===== src/rtl/program_counter.sv =====
// Fetch-stage PC sequencer for the RV32I core: fetch handshake, PC advance and redirect buffering.
// Optional misaligned-redirect trap enabled by defining MISALIGN_TRAP_EN.
module program_counter #(
    parameter logic [31:0] RESET_VECTOR = 32'h0000_0000,
    parameter logic [31:0] TRAP_VECTOR  = 32'h0000_0010
) (
    input  logic        clk,
    input  logic        rst,
    input  logic [31:0] pcplus4_i,
    input  logic        stall_i,
    input  logic        redirect_valid_i,
    input  logic [31:0] redirect_target_i,
    input  logic        fetch_ready_i,
    output logic        fetch_valid_o,
    output logic [31:0] pc_o,
    output logic [31:0] fetch_count_o,
    output logic        misalign_o,
    output logic [31:0] bad_addr_o
);

    localparam int unsigned XLEN = 32;

    typedef enum logic [1:0] {
        BOOT = 2'd0,
        RUN  = 2'd1,
        PEND = 2'd2
    } state_t;

    state_t            state;
    state_t            state_d;
    logic [XLEN-1:0]   pc_d;
    logic [XLEN-1:0]   count_d;
    logic [XLEN-1:0]   latched;
    logic [XLEN-1:0]   latched_d;
    logic              load_en;
    logic [XLEN-1:0]   load_addr;

    // Valid is a pure decode of the registered state, so it never glitches with inputs.
    assign fetch_valid_o = (state != BOOT);

    // Next-state and sequencing decisions; redirect wins over stall and advance.
    always_comb begin
        state_d   = state;
        count_d   = fetch_count_o;
        latched_d = latched;
        load_en   = 1'b0;
        load_addr = redirect_target_i;
        case (state)
            BOOT: state_d = RUN;
            RUN: begin
                if (redirect_valid_i) begin
                    if (fetch_ready_i) begin
                        load_en = 1'b1;
                    end else begin
                        latched_d = redirect_target_i;
                        state_d   = PEND;
                    end
                end else if (fetch_ready_i && !stall_i) begin
                    count_d = fetch_count_o + XLEN'(1);
                end
            end
            PEND: begin
                if (fetch_ready_i) begin
                    load_en   = 1'b1;
                    load_addr = redirect_valid_i ? redirect_target_i : latched;
                    state_d   = RUN;
                end else if (redirect_valid_i) begin
                    latched_d = redirect_target_i;
                end
            end
            default: state_d = BOOT;
        endcase
    end

`ifdef MISALIGN_TRAP_EN
    logic              misalign_d;
    logic [XLEN-1:0]   bad_addr_d;

    // A misaligned target is diverted to the trap vector and recorded.
    always_comb begin
        pc_d       = pc_o;
        misalign_d = 1'b0;
        bad_addr_d = bad_addr_o;
        if (load_en) begin
            if (load_addr[1:0] != 2'b00) begin
                pc_d       = TRAP_VECTOR;
                bad_addr_d = load_addr;
                misalign_d = 1'b1;
            end else begin
                pc_d = load_addr;
            end
        end else if (count_d != fetch_count_o) begin
            pc_d = pcplus4_i;
        end
    end

    always_ff @(posedge clk or posedge rst) begin
        if (rst) begin
            misalign_o <= 1'b0;
            bad_addr_o <= '0;
        end else begin
            misalign_o <= misalign_d;
            bad_addr_o <= bad_addr_d;
        end
    end
`else
    // Without the trap, the low target bits are simply dropped on load.
    always_comb begin
        pc_d = pc_o;
        if (load_en) begin
            pc_d = load_addr & ~XLEN'(3);
        end else if (count_d != fetch_count_o) begin
            pc_d = pcplus4_i;
        end
    end

    assign misalign_o = 1'b0;
    assign bad_addr_o = '0;
`endif

    always_ff @(posedge clk or posedge rst) begin
        if (rst) begin
            state         <= BOOT;
            pc_o          <= RESET_VECTOR;
            fetch_count_o <= '0;
            latched       <= '0;
        end else begin
            state         <= state_d;
            pc_o          <= pc_d;
            fetch_count_o <= count_d;
            latched       <= latched_d;
        end
    end

endmodule


===== config.mk =====
export PLATFORM = sky130hd
export DESIGN_NAME = program_counter
export DESIGN_NICKNAME = d
export VERILOG_FILES = /design/src/rtl/program_counter.sv
export SDC_FILE = /design/constraint.sdc
export NUM_CORES = 1
export LEC_CHECK = 0
export CELL_PAD_IN_SITES_DETAIL_PLACEMENT = 1
export CELL_PAD_IN_SITES_GLOBAL_PLACEMENT = 1
export CORE_MARGIN = 1
export CORE_UTILIZATION = 31
export CTS_CLUSTER_SIZE = 30
export DETAILED_ROUTE_END_ITERATION = 10
export PLACE_DENSITY = 0.86
export SLEW_MARGIN = 20
export SYNTH_ARGS = -nofsm -noshare
export SYNTH_HDL_FRONTEND = slang
export SYNTH_SLANG_ARGS = --single-unit
export TNS_END_PERCENT = 10

===== constraint.sdc =====
create_clock -name clk -period 3 [get_ports clk]
set_input_delay 0.6 -clock clk [delete_from_list [all_inputs] [get_ports clk]]
set_output_delay 0.6 -clock clk [all_outputs]
set_load 0.05 [all_outputs]

### Word-level counts from Yosys, hierarchy flattened

Index checks and enable logic that the tools add are counted.
Widths: inputs -> output; s select.

* add/subtract/negate cells: 1
* equal/unequal tests: 7
* mux-type cells: 19
* reduce and logical (&&, ||, !) cells: 8

Operator list (number)
* $mux 32: 11
* $pmux 32 s2: 1
* $add 32x1->32 const B: 1
* $ne 32x32->1: 1
* $ne 2x2->1 const B: 4
* $mux 2: 3
* $pmux 2 s3: 1
* $reduce_bool 2->1: 3
* $reduce_and 4->1: 1
* $reduce_and 3->1: 1
* $eq 2x1->1 const B: 1
* $eq 2x2->1 const B: 1
* $logic_not 2->1: 1
* $mux 1: 2
* $pmux 1 s2: 1
* $logic_and 1x1->1: 1
* $logic_not 1->1: 1

* bits in registers: 98
* input bits: 69
* output and inout port bits: 98

### Longest topological paths before layout

Gate-level depths: netlist of the first run.

* depth in word-level cells: 8
* gate-level depth with buffers: 8
* mapped depth without buffers: 6

### Least setup slack after synthesis of the first run

No wires, ideal clock.

* kind: flip-flop to flip-flop
* start: register fetch_count_o[0]
* end: register fetch_count_o[20]
* library setup time: 82 ps
* arrival time: 2075 ps
* required time: 2918 ps
* path slack: 843 ps
* stages on the path, launching flop included: 7
* clock period less this slack: 2157 ps
* cell sequence: dfrtp_1 ha_1 nand2_1 or4_4 buf_6 nor4_4 xor2_1

* cells in the longest elaborated chain, start to end: 4

RTL lines
* start: declaration: line 16 `output logic [31:0] fetch_count_o,`
* start signal: assignment: line 130 `fetch_count_o <= count_d;`
* $add 32x1->32: line 59 `count_d = fetch_count_o + XLEN'(1);`
* $mux 32: line 58 `end else if (fetch_ready_i && !stall_i) begin`
* $mux 32: line 51 `if (redirect_valid_i) begin`
* $mux 32: line 48 `case (state)`
* net count_d[20]: line 32 `logic [XLEN-1:0] count_d;`

The timed path passes the listed nets, and every way through them passes these cells.
A chain may end at the register's enable or synchronous reset.

### Worst setup path after layout of the first run

* start: register state[1]
* end: output fetch_valid_o

* cells in the longest elaborated chain, start to end: 1

RTL lines
* start: declaration: line 29 `state_t state;`
* start signal: assignment: line 128 `state <= state_d;`
* $reduce_bool 2->1: line 39 `assign fetch_valid_o = (state != BOOT);`
* end: declaration: line 14 `output logic fetch_valid_o,`

No other way between the ends.

==> flow_metrics.py, run 1 <==
metrics = {
    "placed_design": {
        "dp_hpwl_mm": 9.11,
        "post-place-ws_ns": 0.129,
        "io_buffers": 131,
        "gp_congestion": 0.818,
    },
    "synthesis": {
        "synthAdderAreaFrac": 0.0104,
        "yosys.area_share.simple": 0.176,
        "netlist_area_um2": 4800,
        "yosys_warnings": 0,
        "yosysUniqueCellTypes": 35,
        "syn_area_per_cell_um2": 10.3,
        "ys_ff_latch": 96,
        "synth_top_family_by_area": "simple AND/OR/NAND/NOR gates",
        "synth-compound-area-share": 0.0936,
        "syn_inst": 466,
        "yosysSeqAreaShare": 0.501,
        "synthMuxAreaShare": 0.0769,
        "synth-xor-area-share": 0.0566,
    },
    "route": {
        "detail-route-antenna-nets": 0,
        "drtIter0Drc": 106,
        "route.detailed.drc": 0,
        "num_vias": 3851,
        "via_per_inst": 4.93,
        "first_pass_iters": 4,
        "wl_mm": 12.9,
        "wl_met3_um": 559,
        "detail_route.wirelength.met1_mm": 5.52,
        "met2_length_mm": 6.67,
        "wl_per_cell_um": 16.6,
        "top_layer_used": "met5",
    },
    "cts": {
        "cts_resized": 0,
        "ctsHoldBuffers": 0,
        "cts_tree": "done",
        "cts_inserted_buffers": 9,
        "worstSkewPairLatency_ns": 0.34,
        "ctsRootBufferMaster": "clkbuf_16",
        "cts.htree.levels": 3,
        "cts_sinks": 96,
        "clk_path_buf_depth": 2,
        "clk_pin_slew_ns": 0.07,
        "post-cts-setup-buffers": 0,
    },
    "sta": {
        "skew_ns": 0.00831,
        "fmax_ghz": 0.400,
        "finalHoldViolations": 0,
        "setup_viol": 0,
        "fin_crit_sh": 0.833,
        "post-route-min-period_ns": 2.50,
        "slew_viol_final": 0,
        "max_slew_margin": 0.536,
        "fin_setup_tns_ns": 0,
        "tightest_slew_ns": 0.694,
        "final.setup.worst_slack_ns": 0.502,
        "rsz0062_at_grt": "no",
    },
    "floorplan": {
        "core_um2": 15100,
        "rows": 45,
        "dieArea_um2": 16000,
        "ios": 167,
        "start_util": 0.317,
        "fp.dieH_um": 126,
        "dieWidth_um": 126,
    },
    "final_layout": {
        "nNetsFinal": 662,
        "layout-drive-gt1-share": 0.116,
        "diodes": 0,
        "syn_to_final_growth_pct": 36.0,
    },
    "worst_setup_path": {
        "cp_max_fo": 4,
        "arrival_ns": 1.90,
        "rrSetupSlack_ns": 0.54,
        "reg2regPathDepth": 6,
        "required_ns": 2.40,
        "reg2reg_from": "state[1]",
        "worstReg2RegEnd": "fetch_count_o[31]",
        "crit_path_end_kind": "output port",
        "cp-start-kind": "flip-flop",
        "worstSetupPathType": "flip-flop to output port",
    },
    "global_route": {
        "grt_pass1_vias": 4052,
        "globalRouteOverflowTotal": 0,
        "grt.total_usage": 0.170,
        "antenna_found_initial": 1,
        "grt_max_degree": 97,
        "grt_pass1_wl_mm": 21.2,
    },
    "min_path": {
        "hold_end": "fetch_count_o[24]",
        "hp-class": "flip-flop to flip-flop",
        "min_delay_path_depth": 1,
        "hp-start": "fetch_count_o[24]",
    },
    "power": {
        "power.leakage_uw": 0.00280,
        "powerDensity_nw_per_um2": 925,
        "peakVddDrop_mv": 0.417,
    },
    "run_status": {
        "status": "finished clean",
    },
    "job": {
        "cap_viol_max_count": 0,
    },
}
layout by cell type (no fill, tap or decap), types with 3 or more instances in the layout:
cell,count
and4_1,4
a21oi_1,3
buf_4,7
nor2_1,10
xor2_1,21
dfrtp_1,96
xnor2_1,10
buf_12,3
nor4_2,4
nand4_1,5
clkbuf_16,9
nand2_1,79
nor3_1,14
nor2b_1,30
conb_1,33
mux2_2,31
ha_1,4
nand3_1,5
inv_1,10
a31oi_1,30
clkdlybuf4s50_1,131
clkbuf_8,4
a211oi_1,31
cell usage after synthesis:
master    instances  area share
dfrtp_1          96        0.50
nand2_1          79       0.062
buf_4            33       0.052
a211oi_1         31       0.049
mux2_2           31       0.073
a31oi_1          30       0.039
nor2b_1          30       0.039
xor2_1           21       0.038
clkbuf_1         18       0.014
nor3_1           14       0.015
nor2_1           12      0.0094
inv_1            11      0.0086
xnor2_1          10       0.018
buf_2             6      0.0063
nand3_1           5      0.0052
nand4_1           5      0.0065
and4_1            4      0.0073
ha_1              4       0.010
nor4_2            4       0.010
a21oi_1           3      0.0031
buf_1             3      0.0023
and3_1            2      0.0026
mux2i_1           2      0.0042
a22o_1            1      0.0018
and4bb_2          1      0.0026
buf_6             1      0.0023
conb_1            1     0.00078
nand3b_1          1      0.0016
nand4_2           1      0.0026
nor3b_1           1      0.0016
nor4_4            1      0.0044
o21ai_0           1      0.0010
or2_2             1      0.0013
or4_4             1      0.0023
or4b_1            1      0.0021
state kept, by name (all words and copies together) (netlist names):
register	count
fetch_count_o	32
state	2
pc_o	32
latched	30
worst max-delay path: stages (launching register included):
cell             delay (ns)
dfrtp_1                0.39
inv_1                  0.08
ha_1                   0.22
inv_1                  0.07
clkdlybuf4s50_1        0.79
metal layers:
layer / GRT usage / vias to the layer above
li1: - / 1776
met4: 0.0638 / 2
met3: 0.0354 / 16
met5: 0 / -
met1: 0.207 / 1961
met2: 0.294 / 96
area by class of cell:
type	instances	area [um^2]
flip-flops and latches	96	2400
repair buffers	141	1420
clock buffers	13	280
well taps	188	235
inverters	11	45.0
multi-input cells	330	2130
clock inverters	2	12.5
fillers	1700	8620
per-stage QoR:
stage                     cells  area (um^2)   util  total power [uW]  hold slack [ns]
after detailed placement    766         6230  0.411              4940            0.488
after floorplan             498         4920      -              3990            0.481
after global routing        781         6530  0.431              6370            0.506
after global placement      766         6230  0.411              4800            0.459
final                       781         6530  0.431              6030            0.496
after CTS                   781         6530  0.431              6110            0.498
kinds of logic (layout without fill, tap and decap cells):
group,count (synthesis),count (layout)
compound gates,66,66
xor+xnor,31,31
fa+ha+maj,4,4
buf+inv,72,167
flops,96,96
mux,33,33
other cells,1,33
simple gates,163,163
power by group:
part	internal, uW	switching (uW)	leakage, uW	total [uW]
logic	1100	1750	0.00149	2850
registers	1770	278	0.00117	2050
clock network	647	487	0.000144	1130
how the worst max path moves through the flow:
stage	from	to	slack [ns]	cells past startpoint
finish	state[1]	fetch_valid_o	0.50	4
CTS	redirect_valid_i	fetch_count_o[31]	0.48	5
global placement	redirect_valid_i	fetch_count_o[31]	0.30	5
floorplan	fetch_count_o[0]	fetch_count_o[20]	0.84	6
detailed placement	redirect_valid_i	fetch_count_o[31]	0.13	5
global route	redirect_valid_i	fetch_count_o[22]	0.33	5
(Power assumes the default switching activity.)
==> run 2: changes to the inputs <==
- clock period: 3 -> 2.1 ns (I/O delays scaled with it)
==> flow_metrics.py, run 2 (synthesized netlist as in run 1, its figures left out) <==
metrics = {
    "final_layout": {
        "multiInputGateArea_um2": 2130,
        "fillers": 1700,
        "final_area_um2": 6590,
        "fin_cells": 792,
        "final_common_cell": "clkdlybuf4s50_1",
        "syn_to_final_growth_pct": 37.4,
        "nNetsFinal": 672,
        "layout-drive-gt1-share": 0.137,
        "diodes": 0,
        "final_cell_mix": "clkdlybuf4s50_1, dfrtp_1, nand2_1",
        "top_regs": "fetch_count_o x32, pc_o x32, latched x30",
        "regArea_um2": 2400,
        "utilization": 0.435,
    },
    "route": {
        "wl_mm": 13.1,
        "route.detailed.drc": 0,
        "via_per_inst": 4.87,
        "wl_per_cell_um": 16.5,
        "detail-route-antenna-nets": 0,
        "first_pass_iters": 4,
        "num_vias": 3856,
        "drtIter0Drc": 119,
    },
    "floorplan": {
        "core_um2": 15100,
        "ios": 167,
        "dieArea_um2": 16000,
        "fp.dieH_um": 126,
        "start_util": 0.317,
        "rows": 45,
        "dieWidth_um": 126,
    },
    "cts": {
        "cts_sinks": 96,
        "worstSkewPairLatency_ns": 0.34,
        "cts.htree.levels": 3,
        "clk_pin_slew_ns": 0.06,
        "cts_inserted_buffers": 9,
        "cts_tree": "done",
        "clk_path_buf_depth": 2,
        "ctsRootBufferMaster": "clkbuf_16",
    },
    "sta": {
        "rsz0062_at_grt": "no",
        "post-route-min-period_ns": 2.04,
        "max_slew_margin": 0.641,
        "setup_viol": 0,
        "slew_viol_final": 0,
        "final.setup.worst_slack_ns": 0.0580,
        "fin_crit_sh": 0.972,
        "skew_ns": 0.00760,
        "finalHoldViolations": 0,
        "tightest_slew_ns": 0.538,
        "fmax_ghz": 0.490,
    },
    "worst_setup_path": {
        "crit_buf_inv": 1,
        "worstSetupPathType": "flip-flop to output port",
        "arrival_ns": 1.62,
        "critical_path.cell_chain": "clkdlybuf4s50_1",
        "cp_max_fo": 5,
        "crit_path_end_kind": "output port",
        "required_ns": 1.68,
        "path_delay_family": "buffers and inverters",
        "cp-start-kind": "flip-flop",
        "slowest_stage": "clkdlybuf4s50_1",
        "cpPeakStageDelay_ns": 0.84,
    },
    "global_route": {
        "antenna_found_initial": 1,
        "grt.total_usage": 0.169,
        "met1_usage": 0.199,
        "globalRouteOverflowTotal": 0,
        "grt_pass1_wl_mm": 21.2,
        "grtUsageMet3": 0.0350,
        "grt_pass1_vias": 4193,
        "global_route.usage.met2": 0.298,
        "grt.busiest_layer": "met2",
        "grt_max_degree": 97,
    },
    "power": {
        "p_total_uw": 8610,
        "power.leakage_uw": 0.00286,
        "powerDensity_nw_per_um2": 1310,
        "peakVddDrop_mv": 0.720,
    },
    "placed_design": {
        "placed_cell_area_um2": 6320,
        "gp_congestion": 0.833,
        "place_inst": 776,
        "post-place-ws_ns": -0.159,
        "dp_hpwl_mm": 9.21,
        "io_buffers": 131,
    },
    "min_path": {
        "hp-class": "flip-flop to flip-flop",
    },
    "job": {
        "cap_viol_max_count": 0,
    },
    "run_status": {
        "status": "finished clean",
    },
}
## run 2: final cells by class
cell class	instances	area share
tap	188	0.0357
multi-input combinational	330	0.323
inverter	11	0.00683
clock buffer	12	0.0374
timing repair buffer	151	0.230
sequential	96	0.364
clock inverter	4	0.00304
## run 2: worst paths after layout
kind	start	endpoint	slack, ns	depth (start not counted)
worst max-delay path	fetch_count_o[10]	fetch_count_o[10]	0.06	1
worst min-delay path	fetch_count_o[31]	fetch_count_o[31]	0.47	1
worst max register to register	state[1]	fetch_count_o[10]	0.13	8
worst min register to register	fetch_count_o[31]	fetch_count_o[31]	0.47	1
max in group asynchronous	rst	pc_o[18]	1.10	3
min in group asynchronous	rst	pc_o[29]	0.58	3
## run 2: power by group
| group | total, uW | internal [uW] | switching, uW |
|---|---|---|---|
| clock network | 1540 | 830 | 707 |
| registers | 2940 | 2530 | 413 |
| logic | 4140 | 1620 | 2520 |
## run 2: what timing repair did
item,in CTS,in global routing
setup endpoints to repair,0,9
hold buffers,0,0
resized for setup,0,2
setup buffers,0,0
## run 2: metrics by stage
stage	hold WS [ns]	setup TNS (ns)
floorplan	0.481	-0.0820
global placement	0.454	-0.404
detailed placement	0.466	-2.26
CTS	0.475	0
global route	0.492	0
finish	0.470	0
## run 2: metal layers
layer,vias to the layer above,wire (um)
li1,1806,-
met1,1921,5490
met2,100,6710
met3,27,588
met4,2,274
met5,-,9
## run 2: worst register-to-register path, stage by stage (launching register included)
cell      delay (ns)
dfrtp_1         0.42
inv_1           0.11
ha_1            0.19
and4bb_4        0.37
buf_4           0.17
nand4_1         0.13
buf_4           0.19
nor2_1          0.13
xor2_1          0.18
==> run 3: changes to the inputs <==
- GPL_TIMING_DRIVEN: not set -> 0
==> flow_metrics.py, run 3 (synthesized netlist as in run 1, its figures left out) <==
metrics = {
    "final_layout": {
        "syn_to_final_growth_pct": 44.4,
        "utilization": 0.457,
        "final_cell_mix": "clkdlybuf4s50_1, dfrtp_1, nand2_1",
        "top_regs": "fetch_count_o x32, pc_o x32, latched x30",
        "nNetsFinal": 716,
        "diodes": 0,
        "final_common_cell": "clkdlybuf4s50_1",
        "layout-drive-gt1-share": 0.201,
        "final_area_um2": 6930,
    },
    "placed_design": {
        "placed_cell_area_um2": 6530,
        "io_buffers": 131,
        "gp_congestion": 0.817,
        "dp_hpwl_mm": 10.4,
    },
    "route": {
        "num_vias": 3999,
        "detail-route-antenna-nets": 0,
        "first_pass_iters": 4,
        "wl_per_cell_um": 16.7,
        "drtIter0Drc": 174,
        "via_per_inst": 4.78,
        "wl_mm": 14.0,
        "route.detailed.drc": 0,
    },
    "cts": {
        "ctsRootBufferMaster": "clkbuf_16",
        "post-cts-setup-buffers": 0,
        "cts_sinks": 96,
        "worstSkewPairLatency_ns": 0.35,
        "cts_tree": "done",
        "cts.htree.levels": 3,
        "clk_pin_slew_ns": 0.07,
        "clk_path_buf_depth": 2,
        "cts_inserted_buffers": 9,
    },
    "global_route": {
        "grt_pass1_vias": 4396,
        "antenna_found_initial": 0,
        "grt.total_usage": 0.182,
        "grt_pass1_wl_mm": 22.6,
        "globalRouteOverflowTotal": 0,
        "grt_max_degree": 34,
    },
    "sta": {
        "skew_ns": 0.00564,
        "rsz0062_at_grt": "yes",
        "slew_viol_final": 0,
        "fin_setup_tns_ns": 0,
        "setup_viol": 0,
        "fin_crit_sh": 0.974,
        "post-route-min-period_ns": 2.05,
        "max_slew_margin": 0.620,
        "finalHoldViolations": 0,
        "tightest_slew_ns": 0.569,
        "fmax_ghz": 0.489,
    },
    "worst_setup_path": {
        "crit_path_end_kind": "output port",
        "required_ns": 1.68,
        "cp-start-kind": "flip-flop",
        "path_delay_family": "buffers and inverters",
        "cp_max_fo": 5,
        "reg2reg_from": "state[1]",
        "arrival_ns": 1.63,
        "worstSetupPathType": "flip-flop to output port",
        "critical_path.cell_chain": "clkdlybuf4s50_1",
        "worstReg2RegEnd": "fetch_count_o[26]",
        "slowest_stage": "clkdlybuf4s50_1",
        "crit_buf_inv": 1,
        "rrSetupSlack_ns": 0.06,
        "reg2regPathDepth": 8,
        "cpPeakStageDelay_ns": 0.83,
    },
    "run_status": {
        "status": "finished clean",
    },
    "power": {
        "p_int_uw": 5060,
        "power.share.switching": 0.421,
        "combPwrFrac": 0.481,
        "clkPwrFrac": 0.186,
        "pwr-share-seq": 0.333,
        "power.leakage_uw": 0.00318,
        "peakVddDrop_mv": 0.890,
        "powerDensity_nw_per_um2": 1260,
        "p_sw_uw": 3680,
    },
    "floorplan": {
        "dieArea_um2": 16000,
        "rows": 45,
        "dieWidth_um": 126,
        "ios": 167,
        "fp.dieH_um": 126,
        "start_util": 0.317,
        "core_um2": 15100,
    },
    "job": {
        "cap_viol_max_count": 0,
    },
    "min_path": {
        "hp-class": "input pin to asynchronous set/reset pin",
    },
}
run 3: cell types whose count changed in the layout (fill, tap and decap cells not counted), sizes merged:
cell	previous run	this run
buf	25	48
clkbuf	12	29
dlymetal6s2s	1	7
clkdlybuf4s50	125	122
clkinv	4	1
clkinvlp	1	4
dlygate4sd2	0	1
run 3: final cells by class:
class                      instances  area [um^2]
sequential                        96         2400
inverter                          11         45.0
timing repair buffer             134         1380
clock inverter                     4         27.5
multi-input combinational        330         2160
tap                              188          235
buffer                            61          410
clock buffer                      12          267
fill                            1680         8220
run 3: how the worst max path moves through the flow:
stage / from / end / slack [ns] / depth (start not counted)
finish: fetch_count_o[15] / fetch_count_o[15] / 0.05 / 1
global route: state[1] / pc_o[0] / -0.08 / 8
CTS: state[0] / pc_o[8] / 0.0004 / 7
detailed placement: redirect_valid_i / pc_o[0] / -0.65 / 7
global placement: redirect_valid_i / pc_o[1] / -0.57 / 7
floorplan: fetch_count_o[0] / fetch_count_o[20] / -0.06 / 6
run 3: power groups by stage:
stage / registers, uW / logic (uW) / clock network, uW
6_report: 2910 / 4200 / 1630
3_5_place_dp: 2940 / 4160 / 0
2_1_floorplan: 4080 / 1630 / 0
4_1_cts: 2910 / 4200 / 1690
5_1_grt: 2990 / 4470 / 1760
3_3_place_gp: 2890 / 4020 / 0
run 3: through the flow:
| stage | instances | total power (uW) | hold slack (ns) | worst slack, ns |
|---|---|---|---|---|
| CTS | 836 | 8800 | 0.458 | 0.000386 |
| global route | 836 | 9230 | 0.466 | -0.0790 |
| floorplan | 498 | 5700 | 0.481 | -0.0568 |
| global placement | 817 | 6910 | 0.454 | -0.569 |
| finish | 836 | 8730 | 0.467 | 0.0542 |
| detailed placement | 820 | 7100 | 0.479 | -0.650 |
run 3: what timing repair did:
item	CTS	global route
hold buffers	0	0
endpoints found under the setup margin	84	88
gates resized for setup	25	29
run 3: routing by layer:
layer  track usage  wire length [um]  vias up
met3        0.0565               694       16
met1         0.211              5910     1995
met2         0.324              7180      100
met5             0                 0        -
met4        0.0482               189        0
li1              -                 -     1888
